--- src/rtl/iter_div_if.sv ---
// Request/response bundle for the iterative divider.
// The master issues operands and consumes results; the slave is the divider.
interface iter_div_if #(parameter int WIDTH = 32);
  logic             in_valid;
  logic             in_ready;
  logic             in_signed;
  logic [WIDTH-1:0] dividend;
  logic [WIDTH-1:0] divisor;
  logic             cancel;
  logic             out_valid;
  logic             out_ready;
  logic [WIDTH-1:0] quotient;
  logic [WIDTH-1:0] remainder;
  logic             busy;

  modport master (
    output in_valid, in_signed, dividend, divisor, cancel, out_ready,
    input  in_ready, out_valid, quotient, remainder, busy
  );

  modport slave (
    input  in_valid, in_signed, dividend, divisor, cancel, out_ready,
    output in_ready, out_valid, quotient, remainder, busy
  );
endinterface

--- src/rtl/iter_div.sv ---
// Iterative radix-2 restoring divider, signed or unsigned per request.
// Works on operand magnitudes and fixes the signs on the final step.
module iter_div #(
  parameter int WIDTH = 32
) (
  input  logic     clk,
  input  logic     reset,
  iter_div_if.slave bus
);
  localparam int CW = $clog2(WIDTH + 1);

  typedef enum logic [1:0] {IDLE, CALC, DONE} state_t;

  state_t           state_q, state_d;
  logic [CW-1:0]    cnt_q, cnt_d;
  logic [WIDTH-1:0] dvd_q, dvd_d;
  logic [WIDTH-1:0] dvs_q, dvs_d;
  logic [WIDTH-1:0] rem_q, rem_d;
  logic [WIDTH-1:0] raw_q, raw_d;
  logic             qNeg_q, qNeg_d;
  logic             rNeg_q, rNeg_d;
  logic             divZero_q, divZero_d;
  logic [WIDTH-1:0] quot_q, quot_d;
  logic [WIDTH-1:0] remOut_q, remOut_d;

  logic             dvdNeg, dvsNeg;
  logic [WIDTH-1:0] dvdMag, dvsMag;
  logic [WIDTH:0]   shifted, diff;
  logic [WIDTH-1:0] stepRem, stepQuot;

  assign dvdNeg = bus.in_signed & bus.dividend[WIDTH-1];
  assign dvsNeg = bus.in_signed & bus.divisor[WIDTH-1];
  assign dvdMag = dvdNeg ? (~bus.dividend + 1'b1) : bus.dividend;
  assign dvsMag = dvsNeg ? (~bus.divisor + 1'b1) : bus.divisor;

  // The dividend register doubles as the quotient: MSBs shift out, quotient bits shift in.
  assign shifted  = {rem_q, dvd_q[WIDTH-1]};
  assign diff     = shifted - {1'b0, dvs_q};
  assign stepRem  = diff[WIDTH] ? shifted[WIDTH-1:0] : diff[WIDTH-1:0];
  assign stepQuot = {dvd_q[WIDTH-2:0], ~diff[WIDTH]};

  always_ff @(posedge clk or posedge reset) begin
    if (reset) begin
      state_q   <= IDLE;
      cnt_q     <= '0;
      dvd_q     <= '0;
      dvs_q     <= '0;
      rem_q     <= '0;
      raw_q     <= '0;
      qNeg_q    <= 1'b0;
      rNeg_q    <= 1'b0;
      divZero_q <= 1'b0;
      quot_q    <= '0;
      remOut_q  <= '0;
    end else begin
      state_q   <= state_d;
      cnt_q     <= cnt_d;
      dvd_q     <= dvd_d;
      dvs_q     <= dvs_d;
      rem_q     <= rem_d;
      raw_q     <= raw_d;
      qNeg_q    <= qNeg_d;
      rNeg_q    <= rNeg_d;
      divZero_q <= divZero_d;
      quot_q    <= quot_d;
      remOut_q  <= remOut_d;
    end
  end

  always_comb begin
    state_d   = state_q;
    cnt_d     = cnt_q;
    dvd_d     = dvd_q;
    dvs_d     = dvs_q;
    rem_d     = rem_q;
    raw_d     = raw_q;
    qNeg_d    = qNeg_q;
    rNeg_d    = rNeg_q;
    divZero_d = divZero_q;
    quot_d    = quot_q;
    remOut_d  = remOut_q;

    case (state_q)
      IDLE: begin
        if (bus.in_valid && !bus.cancel) begin
          dvd_d     = dvdMag;
          dvs_d     = dvsMag;
          rem_d     = '0;
          raw_d     = bus.dividend;
          qNeg_d    = dvdNeg ^ dvsNeg;
          rNeg_d    = dvdNeg;
          divZero_d = (bus.divisor == '0);
          cnt_d     = CW'(WIDTH);
          state_d   = CALC;
        end
      end
      CALC: begin
        if (bus.cancel) begin
          state_d = IDLE;
        end else begin
          rem_d = stepRem;
          dvd_d = stepQuot;
          cnt_d = cnt_q - CW'(1);
          if (cnt_q == CW'(1)) begin
            // Divide-by-zero overrides whatever the magnitude path produced.
            quot_d   = divZero_q ? '1 : (qNeg_q ? (~stepQuot + 1'b1) : stepQuot);
            remOut_d = divZero_q ? raw_q : (rNeg_q ? (~stepRem + 1'b1) : stepRem);
            state_d  = DONE;
          end
        end
      end
      DONE: begin
        if (bus.cancel || bus.out_ready) begin
          state_d = IDLE;
        end
      end
      default: state_d = IDLE;
    endcase
  end

  assign bus.in_ready  = (state_q == IDLE);
  assign bus.busy      = (state_q != IDLE);
  assign bus.out_valid = (state_q == DONE);
  assign bus.quotient  = quot_q;
  assign bus.remainder = remOut_q;
endmodule
--- src/flat_wrapper.sv ---
// flat-port wrapper written by rule: the top's interface ports become plain ports
module iter_div_flat 
#(
  parameter int WIDTH = 32
)
  (clk, reset, bus_in_valid, bus_in_signed, bus_dividend, bus_divisor, bus_cancel, bus_out_ready, bus_in_ready, bus_out_valid, bus_quotient, bus_remainder, bus_busy);
  iter_div_if #(.WIDTH(WIDTH)) bus_i ();
  input  logic clk;
  input  logic reset;
  input wire logic [$bits(bus_i.in_valid)-1:0] bus_in_valid;
  input wire logic [$bits(bus_i.in_signed)-1:0] bus_in_signed;
  input wire logic [$bits(bus_i.dividend)-1:0] bus_dividend;
  input wire logic [$bits(bus_i.divisor)-1:0] bus_divisor;
  input wire logic [$bits(bus_i.cancel)-1:0] bus_cancel;
  input wire logic [$bits(bus_i.out_ready)-1:0] bus_out_ready;
  output wire logic [$bits(bus_i.in_ready)-1:0] bus_in_ready;
  output wire logic [$bits(bus_i.out_valid)-1:0] bus_out_valid;
  output wire logic [$bits(bus_i.quotient)-1:0] bus_quotient;
  output wire logic [$bits(bus_i.remainder)-1:0] bus_remainder;
  output wire logic [$bits(bus_i.busy)-1:0] bus_busy;
  assign bus_i.in_valid = bus_in_valid;
  assign bus_i.in_signed = bus_in_signed;
  assign bus_i.dividend = bus_dividend;
  assign bus_i.divisor = bus_divisor;
  assign bus_i.cancel = bus_cancel;
  assign bus_i.out_ready = bus_out_ready;
  assign bus_in_ready = bus_i.in_ready;
  assign bus_out_valid = bus_i.out_valid;
  assign bus_quotient = bus_i.quotient;
  assign bus_remainder = bus_i.remainder;
  assign bus_busy = bus_i.busy;
  iter_div #(.WIDTH(WIDTH)) u_core (.clk(clk), .reset(reset), .bus(bus_i));
endmodule
--- config.mk ---
export PLATFORM = sky130hd
export DESIGN_NAME = iter_div_flat
export DESIGN_NICKNAME = d
export VERILOG_FILES = /design/src/rtl/iter_div_if.sv /design/src/rtl/iter_div.sv /design/src/flat_wrapper.sv
export SDC_FILE = /design/constraint.sdc
export NUM_CORES = 1
export LEC_CHECK = 0
export BUFFER_PORTS_ARGS = -buffer_cell sky130_fd_sc_hd__buf_2
export CAP_MARGIN = 20
export CORE_ASPECT_RATIO = 0.7
export CORE_MARGIN = 2
export CORE_UTILIZATION = 30
export DETAILED_ROUTE_END_ITERATION = 10
export GPL_TIMING_DRIVEN = 0
export SLEW_MARGIN = 20
export SYNTH_ARGS = -nofsm -noshare
export SYNTH_HDL_FRONTEND = slang
export SYNTH_SLANG_ARGS = --single-unit
--- constraint.sdc ---
create_clock -name clk -period 8.9 [get_ports clk]
set_clock_uncertainty 0.1 [all_clocks]
set_input_delay 1.78 -clock clk [delete_from_list [all_inputs] [get_ports clk]]
set_output_delay 1.78 -clock clk [all_outputs]
set_load 0.1 [all_outputs]
# == After elaboration in Yosys (flattened, before gate mapping) ==
# Cells that the tools add are included.
# Widths: inputs -> output; s select.
# word_totals
register_bits,203
input_bits,70
output_inout_bits,67
word_cells,65
# classes
addsub,6
eq_ne,7
mux,21
bitwise_logic,9
n_reduce_logical,11
# op_table
operator,n
$mux 32,11
$add 32x1->32 const B,4
$not 32->32,4
$pmux 32 s2,2
$sub 33x32->33,1
$logic_not 32->1,1
$mux 6,2
$pmux 6 s2,1
$reduce_and 3->1,3
$mux 2,4
$eq 6x1->1 const B,1
$pmux 2 s3,1
$sub 6x1->6 const B,1
$ne 2x1->1 const B,2
$reduce_bool 2->1,2
$ne 3x2->1 const B,1
$and 1x1->1,2
$eq 2x1->1 const B,1
$eq 2x2->1 const B,1
$logic_not 2->1,1
$ne 2x2->1 const B,1
$not 1->1,2
$reduce_and 2->1,1
$logic_and 1x1->1,1
3 further kinds,3

# == Longest topological paths before layout ==
# logic_depth
ltp_word,6
depth_mapped,23
ltp_nobuf,20

# == Worst setup path before layout ==
# OpenSTA, ideal clock, no wires.
# synth_path
path_kind,reg2reg
start,reg u_core.dvd_q[31]
end,"reg u_core.remOut_q[30], in the netlist u_core.bus.remainder[30]"
t_arrival_ns,4.809
path_slack_ns,3.863
stages_incl_launch_ff,24
path_buffers,3
period_less_slack_ns,5.037
cell_sequence,dfrtp_1 -> inv_1 -> ha_1 -> fa_1 -> nand2b_1 -> a21oi_1 -> o31ai_1 -> a21oi_1 -> a31oi_1 -> xnor2_1 -> inv_1 -> buf_2 -> buf_1 -> clkbuf_1 -> nor2_1 -> a21oi_1 -> ha_1 -> nand3_1 -> mux2_2 -> a2111o_1 -> or2_1 -> o31ai_1 -> mux2i_1 -> nand3_1
# synth_via
elab_chain_len,6
# synth_lines
item,line_no,rtl
start: declaration,iter_div.sv:16,"logic [WIDTH-1:0] dvd_q, dvd_d;"
start signal: assignment,iter_div.sv:58,dvd_q <= dvd_d;
$sub 33x32->33,iter_div.sv:38,"assign diff = shifted - {1'b0, dvs_q};"
$mux 32 (*),iter_div.sv:39,assign stepRem = diff[WIDTH] ? shifted[WIDTH-1:0] : diff[WIDTH-1:0];
$not 32->32,iter_div.sv:107,remOut_d = divZero_q ? raw_q : (rNeg_q ? (~stepRem + 1'b1) : stepRem);
$add 32x1->32,iter_div.sv:107,
$mux 32 (*) (2 in series),iter_div.sv:107,
end signal: assignment,iter_div.sv:66,remOut_q <= remOut_d;
end: declaration,iter_div.sv:24,"logic [WIDTH-1:0] remOut_q, remOut_d;"
# Every way passes the cells marked *; elsewhere a longest branch is shown, timed or not.
# A chain may end at the register's enable or synchronous reset.

# == Worst setup path after layout ==
# layout_path
start,reg u_core.dvd_q[31]
end,"reg u_core.remOut_q[14], in the netlist u_core.bus.remainder[14]"
# The elaborated chain is that of the path after synthesis.

==> flow_summary.json <==
{
  "crit_arrival_ps": 7810,
  "drt_wl_total_um": 47820,
  "synth_top_area_share": 0.3755,
  "placed_cell_area_um2": 15030,
  "rsz0062_at_grt": "no",
  "routedWlPerCell_um": 19.32,
  "syn_inst": 1691,
  "clkPwrFrac": 0.142,
  "nNetsFinal": 1964,
  "critPathCaptureType": "register",
  "crit_slowest_cell": "clkbuf_1",
  "dieArea_um2": 46830,
  "synth_edf_count": 0,
  "worstMarginPinSlew_ps": 1033,
  "cts_hold_buf": 0,
  "crit_type": "register to register",
  "final_common_cell": "nand2_1",
  "r2r-end": "u_core.bus.remainder[14]",
  "fmax_mhz": 132.6,
  "grt_pass1_wl_um": 73770,
  "start_kind": "register",
  "cts_buffer_depth": 3,
  "power_frac_comb": 0.642,
  "cap_violations": 0,
  "core_um2": 44810,
  "setup_violations": 0,
  "post-route-min-period_ps": 7539,
  "netlist-cell-type-count": 80,
  "worstPathMaxFanout": 10,
  "clkSlewWorstSetupHoldPaths_ps": 60,
  "worstHoldPathCells": 2,
  "htree_levels": 1,
  "cts_resized": 0,
  "regArea_um2": 5080,
  "final_cell_area_um2": 15800,
  "crit_family": "compound AO/OA/AOI/OAI gates",
  "clock_sinks": 203,
  "ir_drop_mv": 0.2412,
  "start_util": 0.3019,
  "gr-total-overflow": 0,
  "intPower_mw": 3.148,
  "power_mw": 6.979,
  "avgViaCountPerCell": 5.351,
  "synth_area_um2": 13530,
  "crit_chain": "inv_1 > ha_1 > fa_1 > nand2b_1 > a21oi_1 > o31ai_1 > a21oi_1 > a31oi_1 > xnor2_1 > inv_1 > buf_2 > buf_1 > clkbuf_1 > nor2_1 > a21oi_1 > ha_1 > nand3_1 > mux2_2 > o41ai_1 > xnor2_1 > nor2_1 > a21oi_1 > a21oi_1",
  "grt_max_degree": 94,
  "post-route-drc-count": 0,
  "cpMostUsedCell": "a21oi_1",
  "fin_tns_setup_ps": 0,
  "startpoint": "u_core.dvd_q[31]",
  "grt_pass1_vias": 12710,
  "antenna_found_initial": 6,
  "yosys_register_bits": 203,
  "yosysWarnings": 0,
  "p_switching_mw": 3.832,
  "grt_use_total": 0.2019,
  "cts_tree": "built",
  "critical_path_required_ps": 9170,
  "place_hpwl_um": 37910,
  "pwr-share-seq": 0.216,
  "synth_area_leaders": "dfrtp_1, nand2_1, o21ai_0, a21oi_1, xor2_1",
  "p_per_area_nw_per_um2": 441.6,
  "layout_common_cells": "nand2_1, dfrtp_1, o21ai_0, nor2_1, buf_2",
  "ant_nets": 0,
  "cts_buffers": 24,
  "vias": 13250,
  "drv_slew": 0,
  "min_delay_worst_endpoint": "u_core.raw_q[21]",
  "hold_viol": 0,
  "status": "finished clean",
  "clk_latency_ps": 540,
  "fp-row-count": 65,
  "leakagePower_nw": 7.048,
  "avgSynthCellArea_um2": 7.999,
  "critical-path-max-stage-delay_ps": 760,
  "yosysSeqAreaShare": 0.3755,
  "swShare": 0.5490,
  "dp.cells": 2432,
  "r2r-start": "u_core.dvd_q[31]",
  "syn_to_final_growth_pct": 16.83,
  "first_iter_violations": 1068,
  "drtPass1Iterations": 5,
  "fillers": 4709,
  "hp-class": "register to register",
  "hold_path_startpoint": "u_core.raw_q[21]",
  "crit_buf_inv": 5,
  "gp_congestion": 0.9039,
  "ff2ff_path_depth": 23,
  "path_depth": 23,
  "rrSetupSlack_ps": 1360,
  "ios": 137,
  "die_h_um": 181.7,
  "cts_root_buffer": "clkbuf_16",
  "synth_area_leader_cell": "dfrtp_1",
  "synth-main-ff-cell": "dfrtp_1",
  "async_reset_ff_frac": 1.000,
  "die_x_um": 257.8,
  "post_cts_buffers": 0,
  "fin_cells": 2476,
  "port_buffers": 136,
  "syn_nets": 1800,
  "multiInputGateArea_um2": 7853,
  "final_core_util": 0.3527,
  "fin_crit_sh": 0.8471,
  "drive_gt1_frac": 0.1176,
  "slew-limit-headroom": 0.3091
}
-- cells in the mapped netlist, drive strengths merged, types with 8 or more instances --
library cell  instances
a21o                 16
a21oi               152
a31oi                22
and2                 12
and3                 13
buf                  21
clkbuf               73
dfrtp               203
ha                   38
inv                  56
mux2                  8
mux2i                31
nand2               285
nand3                24
nand4                13
nor2                152
nor2b                10
nor3                 34
nor4                 12
o211ai                9
o21a                 12
o21ai               195
o31ai                27
o41ai                12
or3                  26
or4                  13
xnor2                57
xor2                 74
-- metrics by stage --
step,worst slack (ps),hold WS (ps)
floorplan,1481,337.9
global placement,-978.6,357.6
finish,1361,378.1
global route,1019,396.0
CTS,1596,376.5
detailed placement,1674,362.8
-- worst min-delay path: stages (launching register included) --
cell and delay, ps:
dfrtp_1 340, nand2_1 50, nand2_1 50
-- power by group through the flow --
stage | Clock, mW | Combinational (mW) | Sequential (mW)
floorplan | 0 | 2.51 | 2.30
global placement | 0 | 4.35 | 1.51
detailed placement | 0 | 4.40 | 1.52
CTS | 1.01 | 4.42 | 1.50
global route | 1.05 | 4.85 | 1.54
finish | 0.994 | 4.48 | 1.50
-- metal layers --
metal,part of all wire,GRT usage,wire (um)
met3,0.098,0.05583,4690
met1,0.45,0.2866,21740
met5,0.0012,0,59
met2,0.42,0.3035,20280
met4,0.022,0.04624,1056
-- flip-flops by register name (all words and copies together), names as in the netlist --
| signal | cells |
|---|---|
| u_core.bus.quotient | 32 |
| u_core.bus.remainder | 32 |
| u_core.cnt_q | 6 |
| u_core.divZero_q | 1 |
| u_core.dvd_q | 32 |
| u_core.dvs_q | 32 |
| u_core.qNeg_q | 1 |
| u_core.rNeg_q | 1 |
| u_core.raw_q | 32 |
| u_core.rem_q | 32 |
| u_core.state_q | 2 |
-- worst max-delay path by stage --
stage,endpoint,slack [ps]
final,u_core.bus.remainder[14],1360
after global routing,u_core.bus.remainder[30],1020
after CTS,u_core.bus.remainder[30],1600
after detailed placement,u_core.bus.remainder[30],1670
after global placement,u_core.bus.remainder[3],-980
after floorplan,u_core.bus.quotient[0],1480
-- logic make-up after synthesis --
group	count (synthesis)	share of synthesized area
flops	203	0.3755
compound gates	505	0.2226
fa+ha+maj	39	0.03663
buf+inv	151	0.04412
xor+xnor	131	0.08482
mux	39	0.02988
simple gates	623	0.2064
-- cell type report --
type / instances / area share
Antenna cell: 2 / 0.0003167
Buffer: 94 / 0.02423
Clock buffer: 34 / 0.04299
Clock inverter: 8 / 0.005859
Inverter: 57 / 0.01401
Multi-Input combinational cell: 1337 / 0.4969
Sequential cell: 203 / 0.3214
Tap cell: 603 / 0.04774
Timing Repair Buffer: 138 / 0.04655
No activity file was read; power rests on OpenSTA's default activity.
